### src/rtl/vscale_fetch_queue_pkg.sv
// Shared constants for the vscale instruction fetch queue: register width,
// the canonical NOP encoding and the bit layout of one queue entry
// {badmem, pc, inst}.
package vscale_fetch_queue_pkg;

  localparam int XPR_LEN = 32;

  // addi x0, x0, 0
  localparam logic [31:0] RV_NOP = 32'h0000_0013;

  localparam int FQ_INST_LSB = 0;

  function automatic int fq_entry_width(input int xlen);
    return 2 * xlen + 1;
  endfunction

  function automatic int fq_pc_lsb(input int xlen);
    return xlen;
  endfunction

  function automatic int fq_badmem_bit(input int xlen);
    return 2 * xlen;
  endfunction

endpackage

### src/rtl/vscale_fq_storage.sv
// Entry storage for the fetch queue: DEPTH x WIDTH register array with one
// write port and one asynchronous read port. Contents need no reset because
// validity is tracked by the pointers and count in the parent.
module vscale_fq_storage
  import vscale_fetch_queue_pkg::*;
#(
  parameter int WIDTH = fq_entry_width(XPR_LEN),
  parameter int DEPTH = 4
) (
  input  logic                     clk,
  input  logic                     wr_en,
  input  logic [$clog2(DEPTH)-1:0] wr_addr,
  input  logic [WIDTH-1:0]         wr_data,
  input  logic [$clog2(DEPTH)-1:0] rd_addr,
  output logic [WIDTH-1:0]         rd_data
);

  logic [WIDTH-1:0] mem_q [DEPTH];
  logic [WIDTH-1:0] mem_d [DEPTH];

  // Write decode: only the addressed entry takes the new word.
  always_comb begin
    mem_d = mem_q;
    if (wr_en) begin
      mem_d[wr_addr] = wr_data;
    end
  end

  // Entry registers.
  always_ff @(posedge clk) begin
    mem_q <= mem_d;
  end

  assign rd_data = mem_q[rd_addr];

endmodule

### src/rtl/vscale_fetch_queue.sv
// Instruction prefetch queue between the PC mux / imem port and the DX stage.
// Issues sequential fetches ahead of decode, buffers up to DEPTH words tagged
// with PC and access-fault flag, and flushes on redirect.
// Build option: define VSCALE_FQ_BYPASS_EN to let a response that arrives at
// an empty queue appear on the deq port in the same cycle.
module vscale_fetch_queue
  import vscale_fetch_queue_pkg::*;
#(
  parameter int              XLEN     = XPR_LEN,
  parameter int              DEPTH    = 4,
  parameter logic [XLEN-1:0] RESET_PC = '0
) (
  input  logic                       clk,
  input  logic                       reset,
  input  logic                       redirect_valid,
  input  logic [XLEN-1:0]            redirect_pc,
  output logic                       imem_req,
  output logic [XLEN-1:0]            imem_addr,
  input  logic                       imem_wait,
  input  logic [XLEN-1:0]            imem_rdata,
  input  logic                       imem_badmem_e,
  output logic                       deq_valid,
  input  logic                       deq_ready,
  output logic [XLEN-1:0]            deq_inst,
  output logic [XLEN-1:0]            deq_pc,
  output logic                       deq_badmem,
  output logic [$clog2(DEPTH+1)-1:0] count
);

  localparam int EW      = fq_entry_width(XLEN);
  localparam int PC_LSB  = fq_pc_lsb(XLEN);
  localparam int BAD_BIT = fq_badmem_bit(XLEN);
  localparam int PW      = $clog2(DEPTH);
  localparam int CW      = $clog2(DEPTH+1);
  localparam logic [CW:0] DEPTH_C = (CW+1)'(DEPTH);

  logic [PW-1:0]   rd_ptr_q, rd_ptr_d;
  logic [PW-1:0]   wr_ptr_q, wr_ptr_d;
  logic [CW-1:0]   count_q, count_d;
  logic            pending_q, pending_d;
  logic            drop_q, drop_d;
  logic            halted_q, halted_d;
  logic [XLEN-1:0] fetch_pc_q, fetch_pc_d;
  logic [XLEN-1:0] pend_pc_q, pend_pc_d;

  logic [XLEN-1:0] redirect_addr;
  logic            resp_valid;
  logic            resp_keep;
  logic            q_empty;
  logic            bypass_hit;
  logic            deq_valid_int;
  logic            deq_from_q;
  logic            enq;
  logic            accept;
  logic [CW:0]     occ;
  logic [EW-1:0]   wr_entry;
  logic [EW-1:0]   rd_entry;

  // Handshake, bypass and request qualification for this cycle.
  always_comb begin
    redirect_addr = redirect_pc & ~XLEN'(3);
    resp_valid    = pending_q & ~imem_wait;
    // A response completing in a redirect cycle belongs to the old stream.
    resp_keep     = resp_valid & ~drop_q & ~redirect_valid;
    q_empty       = (count_q == '0);
`ifdef VSCALE_FQ_BYPASS_EN
    bypass_hit    = q_empty & resp_keep;
`else
    bypass_hit    = 1'b0;
`endif
    deq_valid_int = ~redirect_valid & (~q_empty | bypass_hit);
    deq_from_q    = deq_valid_int & deq_ready & ~q_empty;
    enq           = resp_keep & ~(bypass_hit & deq_ready);
    // Slots committed after this cycle: stored words plus the one in flight.
    occ = (CW+1)'(count_q) + (CW+1)'(pending_q & imem_wait)
        + (CW+1)'(enq) - (CW+1)'(deq_from_q);
    if (redirect_valid) begin
      imem_req = ~(pending_q & imem_wait);
    end else begin
      // A faulting word stops the stream at once, not one fetch later.
      imem_req = ~halted_q & ~drop_q & ~(resp_keep & imem_badmem_e)
               & (occ < DEPTH_C);
    end
    imem_addr = redirect_valid ? redirect_addr : fetch_pc_q;
    accept    = imem_req & ~(pending_q & imem_wait);
  end

  // Next-state for the fetch stream, flags and queue pointers.
  always_comb begin
    pending_d  = accept | (pending_q & imem_wait);
    pend_pc_d  = accept ? imem_addr : pend_pc_q;
    fetch_pc_d = accept ? (imem_addr + XLEN'(4))
               : (redirect_valid ? redirect_addr : fetch_pc_q);
    if (redirect_valid) begin
      drop_d   = pending_q & imem_wait;
      halted_d = 1'b0;
      rd_ptr_d = '0;
      wr_ptr_d = '0;
      count_d  = '0;
    end else begin
      drop_d   = resp_valid ? 1'b0 : drop_q;
      halted_d = (resp_keep & imem_badmem_e) | halted_q;
      rd_ptr_d = rd_ptr_q + PW'(deq_from_q);
      wr_ptr_d = wr_ptr_q + PW'(enq);
      count_d  = count_q + CW'(enq) - CW'(deq_from_q);
    end
  end

  // State registers with synchronous reset.
  always_ff @(posedge clk) begin
    if (reset) begin
      rd_ptr_q   <= '0;
      wr_ptr_q   <= '0;
      count_q    <= '0;
      pending_q  <= 1'b0;
      drop_q     <= 1'b0;
      halted_q   <= 1'b0;
      fetch_pc_q <= RESET_PC;
      pend_pc_q  <= '0;
    end else begin
      rd_ptr_q   <= rd_ptr_d;
      wr_ptr_q   <= wr_ptr_d;
      count_q    <= count_d;
      pending_q  <= pending_d;
      drop_q     <= drop_d;
      halted_q   <= halted_d;
      fetch_pc_q <= fetch_pc_d;
      pend_pc_q  <= pend_pc_d;
    end
  end

  // Pack the arriving word with its PC and fault flag.
  always_comb begin
    wr_entry                         = '0;
    wr_entry[FQ_INST_LSB +: XLEN]    = imem_rdata;
    wr_entry[PC_LSB +: XLEN]         = pend_pc_q;
    wr_entry[BAD_BIT]                = imem_badmem_e;
  end

  vscale_fq_storage #(
    .WIDTH (EW),
    .DEPTH (DEPTH)
  ) u_storage (
    .clk     (clk),
    .wr_en   (enq),
    .wr_addr (wr_ptr_q),
    .wr_data (wr_entry),
    .rd_addr (rd_ptr_q),
    .rd_data (rd_entry)
  );

  // Head presentation: bypassed response, stored head, or NOP when idle.
  always_comb begin
    deq_inst   = XLEN'(RV_NOP);
    deq_pc     = '0;
    deq_badmem = 1'b0;
    if (bypass_hit) begin
      deq_inst   = imem_rdata;
      deq_pc     = pend_pc_q;
      deq_badmem = imem_badmem_e;
    end else if (deq_valid_int) begin
      deq_inst   = rd_entry[FQ_INST_LSB +: XLEN];
      deq_pc     = rd_entry[PC_LSB +: XLEN];
      deq_badmem = rd_entry[BAD_BIT];
    end
  end

  assign deq_valid = deq_valid_int;
  assign count     = count_q;

endmodule
### config.mk
export PLATFORM = sky130hd
export DESIGN_NAME = vscale_fetch_queue
export DESIGN_NICKNAME = d
export VERILOG_FILES = /design/src/rtl/vscale_fetch_queue_pkg.sv /design/src/rtl/vscale_fq_storage.sv /design/src/rtl/vscale_fetch_queue.sv
export SDC_FILE = /design/constraint.sdc
export NUM_CORES = 1
export LEC_CHECK = 0
export CORE_MARGIN = 2
export CORE_UTILIZATION = 40
export CTS_CLUSTER_DIAMETER = 150
export CTS_CLUSTER_SIZE = 16
export DETAILED_ROUTE_END_ITERATION = 6
export GPL_TIMING_DRIVEN = 0
export PLACE_DENSITY = 0.74
export SYNTH_ARGS = -nofsm -noshare
export SYNTH_HDL_FRONTEND = slang
export SYNTH_HIERARCHICAL = 1
export SYNTH_SLANG_ARGS = --single-unit
### constraint.sdc
create_clock -name clk -period 8.55 [get_ports clk]
set_input_delay 1.71 -clock clk [delete_from_list [all_inputs] [get_ports clk]]
set_output_delay 1.71 -clock clk [all_outputs]
set_load 0.03 [all_outputs]
==> results.json <==
{
  "status": "finished clean",
  "met1_length_um": 14200,
  "critPathLaunch": "redirect_valid",
  "io-pin-count": 172,
  "worstPathRequired_ns": 6.84,
  "async_flop_share_pct": 0,
  "synth_top_family_by_area": "multiplexers",
  "syn_nets": 946,
  "syn-cell-area_um2": 13800,
  "dp_hpwl_um": 22400,
  "synth_ff_type": "edfxtp_1",
  "synth_cell_types": 62,
  "wl_per_cell_um": 21.0,
  "cap_violations": 0,
  "path_cells": "clkdlybuf4s50_1 -> buf_2 -> buf_6 -> buf_2 -> nor2_1 -> buf_2 -> nand2_1 -> or2_2 -> nand2_1 -> ha_1 -> a211o_1 -> a211o_1 -> a2111o_1 -> o21ai_0 -> clkdlybuf4s50_1",
  "cts-root-buf": "clkbuf_16",
  "synth_adder_area_share_pct": 0.687,
  "report.final.slew_viol_count": 0,
  "final_cells": 1548,
  "io_buffers": 169,
  "initial_utilization_pct": 40.4,
  "finalCriticalPeriod_ns": 8.04,
  "gp_congestion": 0.900,
  "dp_worst_setup_slack_ns": 0.186,
  "synth.avg_cell_area_um2": 15.9,
  "setup_violations": 0,
  "synth_compound_area_share_pct": 4.01,
  "ys_seq_area_share_pct": 67.1,
  "clock_path_buffers": 3,
  "reg2regPathDepth": 14,
  "cts_tree": "built",
  "grt_pass1_vias": 8227,
  "rsz0062_at_grt": "false",
  "routed_wl_um": 32500,
  "min_path_type": "flop to flop",
  "r2r_slack_ns": 4.63,
  "path_max_fanout": 10,
  "fin_ws_ns": 0.505,
  "routed.top_layer": "met4",
  "post_cts_buffers": 0,
  "grt_pass1_wl_um": 48900,
  "layout.cells.most_common": "edfxtp_1",
  "fin_skew_ns": 0.0249,
  "cp_slowest_stage_delay_ns": 0.74,
  "cts.sinks": 334,
  "syn_to_final_growth_pct": 22.8,
  "core-area_um2": 34300,
  "leakage_nw": 5.78,
  "register_area_um2": 9290,
  "peakVddDrop_uv": 148,
  "drive_gt1_share_pct": 16.0,
  "num_vias": 8181,
  "final-hold-violation-count": 0,
  "dp_cells": 1504,
  "globalRoute.totalOverflow": 0,
  "grt_use_total_pct": 17.9,
  "synth_mux_area_share_pct": 13.8,
  "synth-seq-cells": 334,
  "worst_pin_slew_ns": 0.725,
  "r2r_start": "count[1]",
  "crit_type": "input port to primary output",
  "hold-path-endpoint": "fetch_pc_q[1]",
  "slew_headroom_pct": 51.7,
  "drc": 0,
  "via_per_inst": 5.28,
  "first_pass_iters": 5,
  "grt_max_degree": 46,
  "route.met2.wl_um": 15500,
  "drt_iter0_drc": 622,
  "grt_antenna_before_repair": 0,
  "die_x_um": 190,
  "arrival_ns": 6.33,
  "hp-start": "fetch_pc_q[1]",
  "clock_latency_ns": 0.55,
  "yosysWarnings": 6,
  "cts.clk_slew.worst_paths_ns": 0.07,
  "multi_input_area_um2": 4090,
  "route.met3.wl_um": 2220,
  "fin_crit_sh_pct": 94.1,
  "cp-start-kind": "input port",
  "nFillCells": 2876,
  "antenna_cells": 0,
  "die_area_um2": 36100,
  "final_cell_mix": "edfxtp_1 (260), clkdlybuf4s50_1 (169), dfxtp_1 (74)",
  "die_h_um": 190,
  "p_per_area_nw_per_um2": 188,
  "yosys.area_share.xor_xnor_pct": 0.443,
  "synth_edf_count": 260,
  "nets": 1152,
  "fmax_mhz": 124,
  "hold_depth": 1,
  "endpoint_kind": "primary output",
  "yosys.area_share.simple_pct": 10.4,
  "postSynthCellCount": 869,
  "h-tree-depth": 1,
  "crit_top_cell": "buf_2",
  "postRouteAntennaNets": 0,
  "row_count": 68,
  "cts_buffers": 24,
  "r2r-end": "pend_pc_q[27]",
  "critPathSlowestCell": "clkdlybuf4s50_1"
}
[cells in the mapped netlist (all sizes together), types with 10 or more instances]
master | count | area [um^2]
buf | 34 | 293
edfxtp | 260 | 7810
nand2 | 40 | 150
mux2 | 10 | 113
and2 | 69 | 432
dfxtp | 74 | 1480
a211oi | 35 | 280
nand4 | 11 | 75.1
mux2i | 34 | 340
nor2 | 63 | 236
inv | 35 | 131
nor4 | 16 | 150
clkbuf | 17 | 63.8
mux4 | 65 | 1460
nor3 | 11 | 55.1
a21oi | 11 | 58.8
nand3 | 14 | 103
[logic make-up after synthesis]
logic type,Yosys count
DFF,334
buffers and inverters,86
muxes,109
adders and majority gates,7
AOI/OAI and AO/OA,72
xor gates and xnor gates,7
and+or+nand+nor,254
[routing by layer]
metal	global-route usage (%)	vias to the layer above
li1	-	3735
met1	25.4	4114
met2	29.3	293
met3	2.43	39
met4	4.08	0
met5	0	-
[cell type report]
type	instances	area share, %
inverters	35	0.773
clock buffers	43	4.01
multi-input cells	449	24.1
clock inverters	1	0.0957
well taps	455	3.35
plain buffers	51	2.10
repair buffers	180	11.0
flip-flops and latches	334	54.6
[worst max-delay path: cells and delay by family]
| family | cells | cell delay [ns] |
|---|---|---|
| AND/OR/NAND/NOR | 4 | 0.76 |
| buffers and inverters | 6 | 2.22 |
| AO/OA/AOI/OAI | 4 | 1.38 |
| adder cells (fa/ha/maj) | 1 | 0.24 |
[registers in the layout, indices dropped and copies added (netlist names)]
register         flops
pend_pc_q           32
wr_ptr_q             2
count                3
fetch_pc_q          32
halted_q             1
rd_ptr_q             2
pending_q            1
u_storage/mem_q    260
drop_q               1
[worst max-delay path by stage]
stage / endpoint / slack, ns / cells after the start
4_1_cts: imem_req / 0.18 / 13
6_report: imem_req / 0.51 / 15
2_1_floorplan: u_storage/mem_q[195] / 0.26 / 5
5_1_grt: imem_req / 0.25 / 15
3_3_place_gp: u_storage/mem_q[243] / -4.58 / 6
3_5_place_dp: imem_req / 0.19 / 13
[stage by stage]
stage / hold WS, ns / setup TNS (ns) / utilization (%) / power [mW] / area [um^2]
finish: 0.455 / 0 / 49.6 / 3.19 / 17000
global route: 0.469 / 0 / 49.6 / 3.30 / 17000
CTS: 0.455 / 0 / 49.6 / 3.22 / 17000
detailed placement: 0.436 / 0 / 47.5 / 2.15 / 16300
global placement: 0.436 / -297.31 / 47.0 / 2.14 / 16100
floorplan: 0.421 / 0 / - / 2.02 / 13800
[where the power goes]
part | internal [mW] | leakage [nW] | switching, mW
combinational | 0.118 | 2.46 | 0.171
clock | 0.541 | 0.331 | 0.532
sequential | 1.80 | 2.99 | 0.0315
total | 2.46 | 5.78 | 0.735
[repair_timing]
item,CTS,global route
setup endpoints to repair,0,1
gates resized for setup,0,1
hold buffers,0,0
hold endpoints to repair,0,0
No activity file was read; power rests on OpenSTA's default activity.
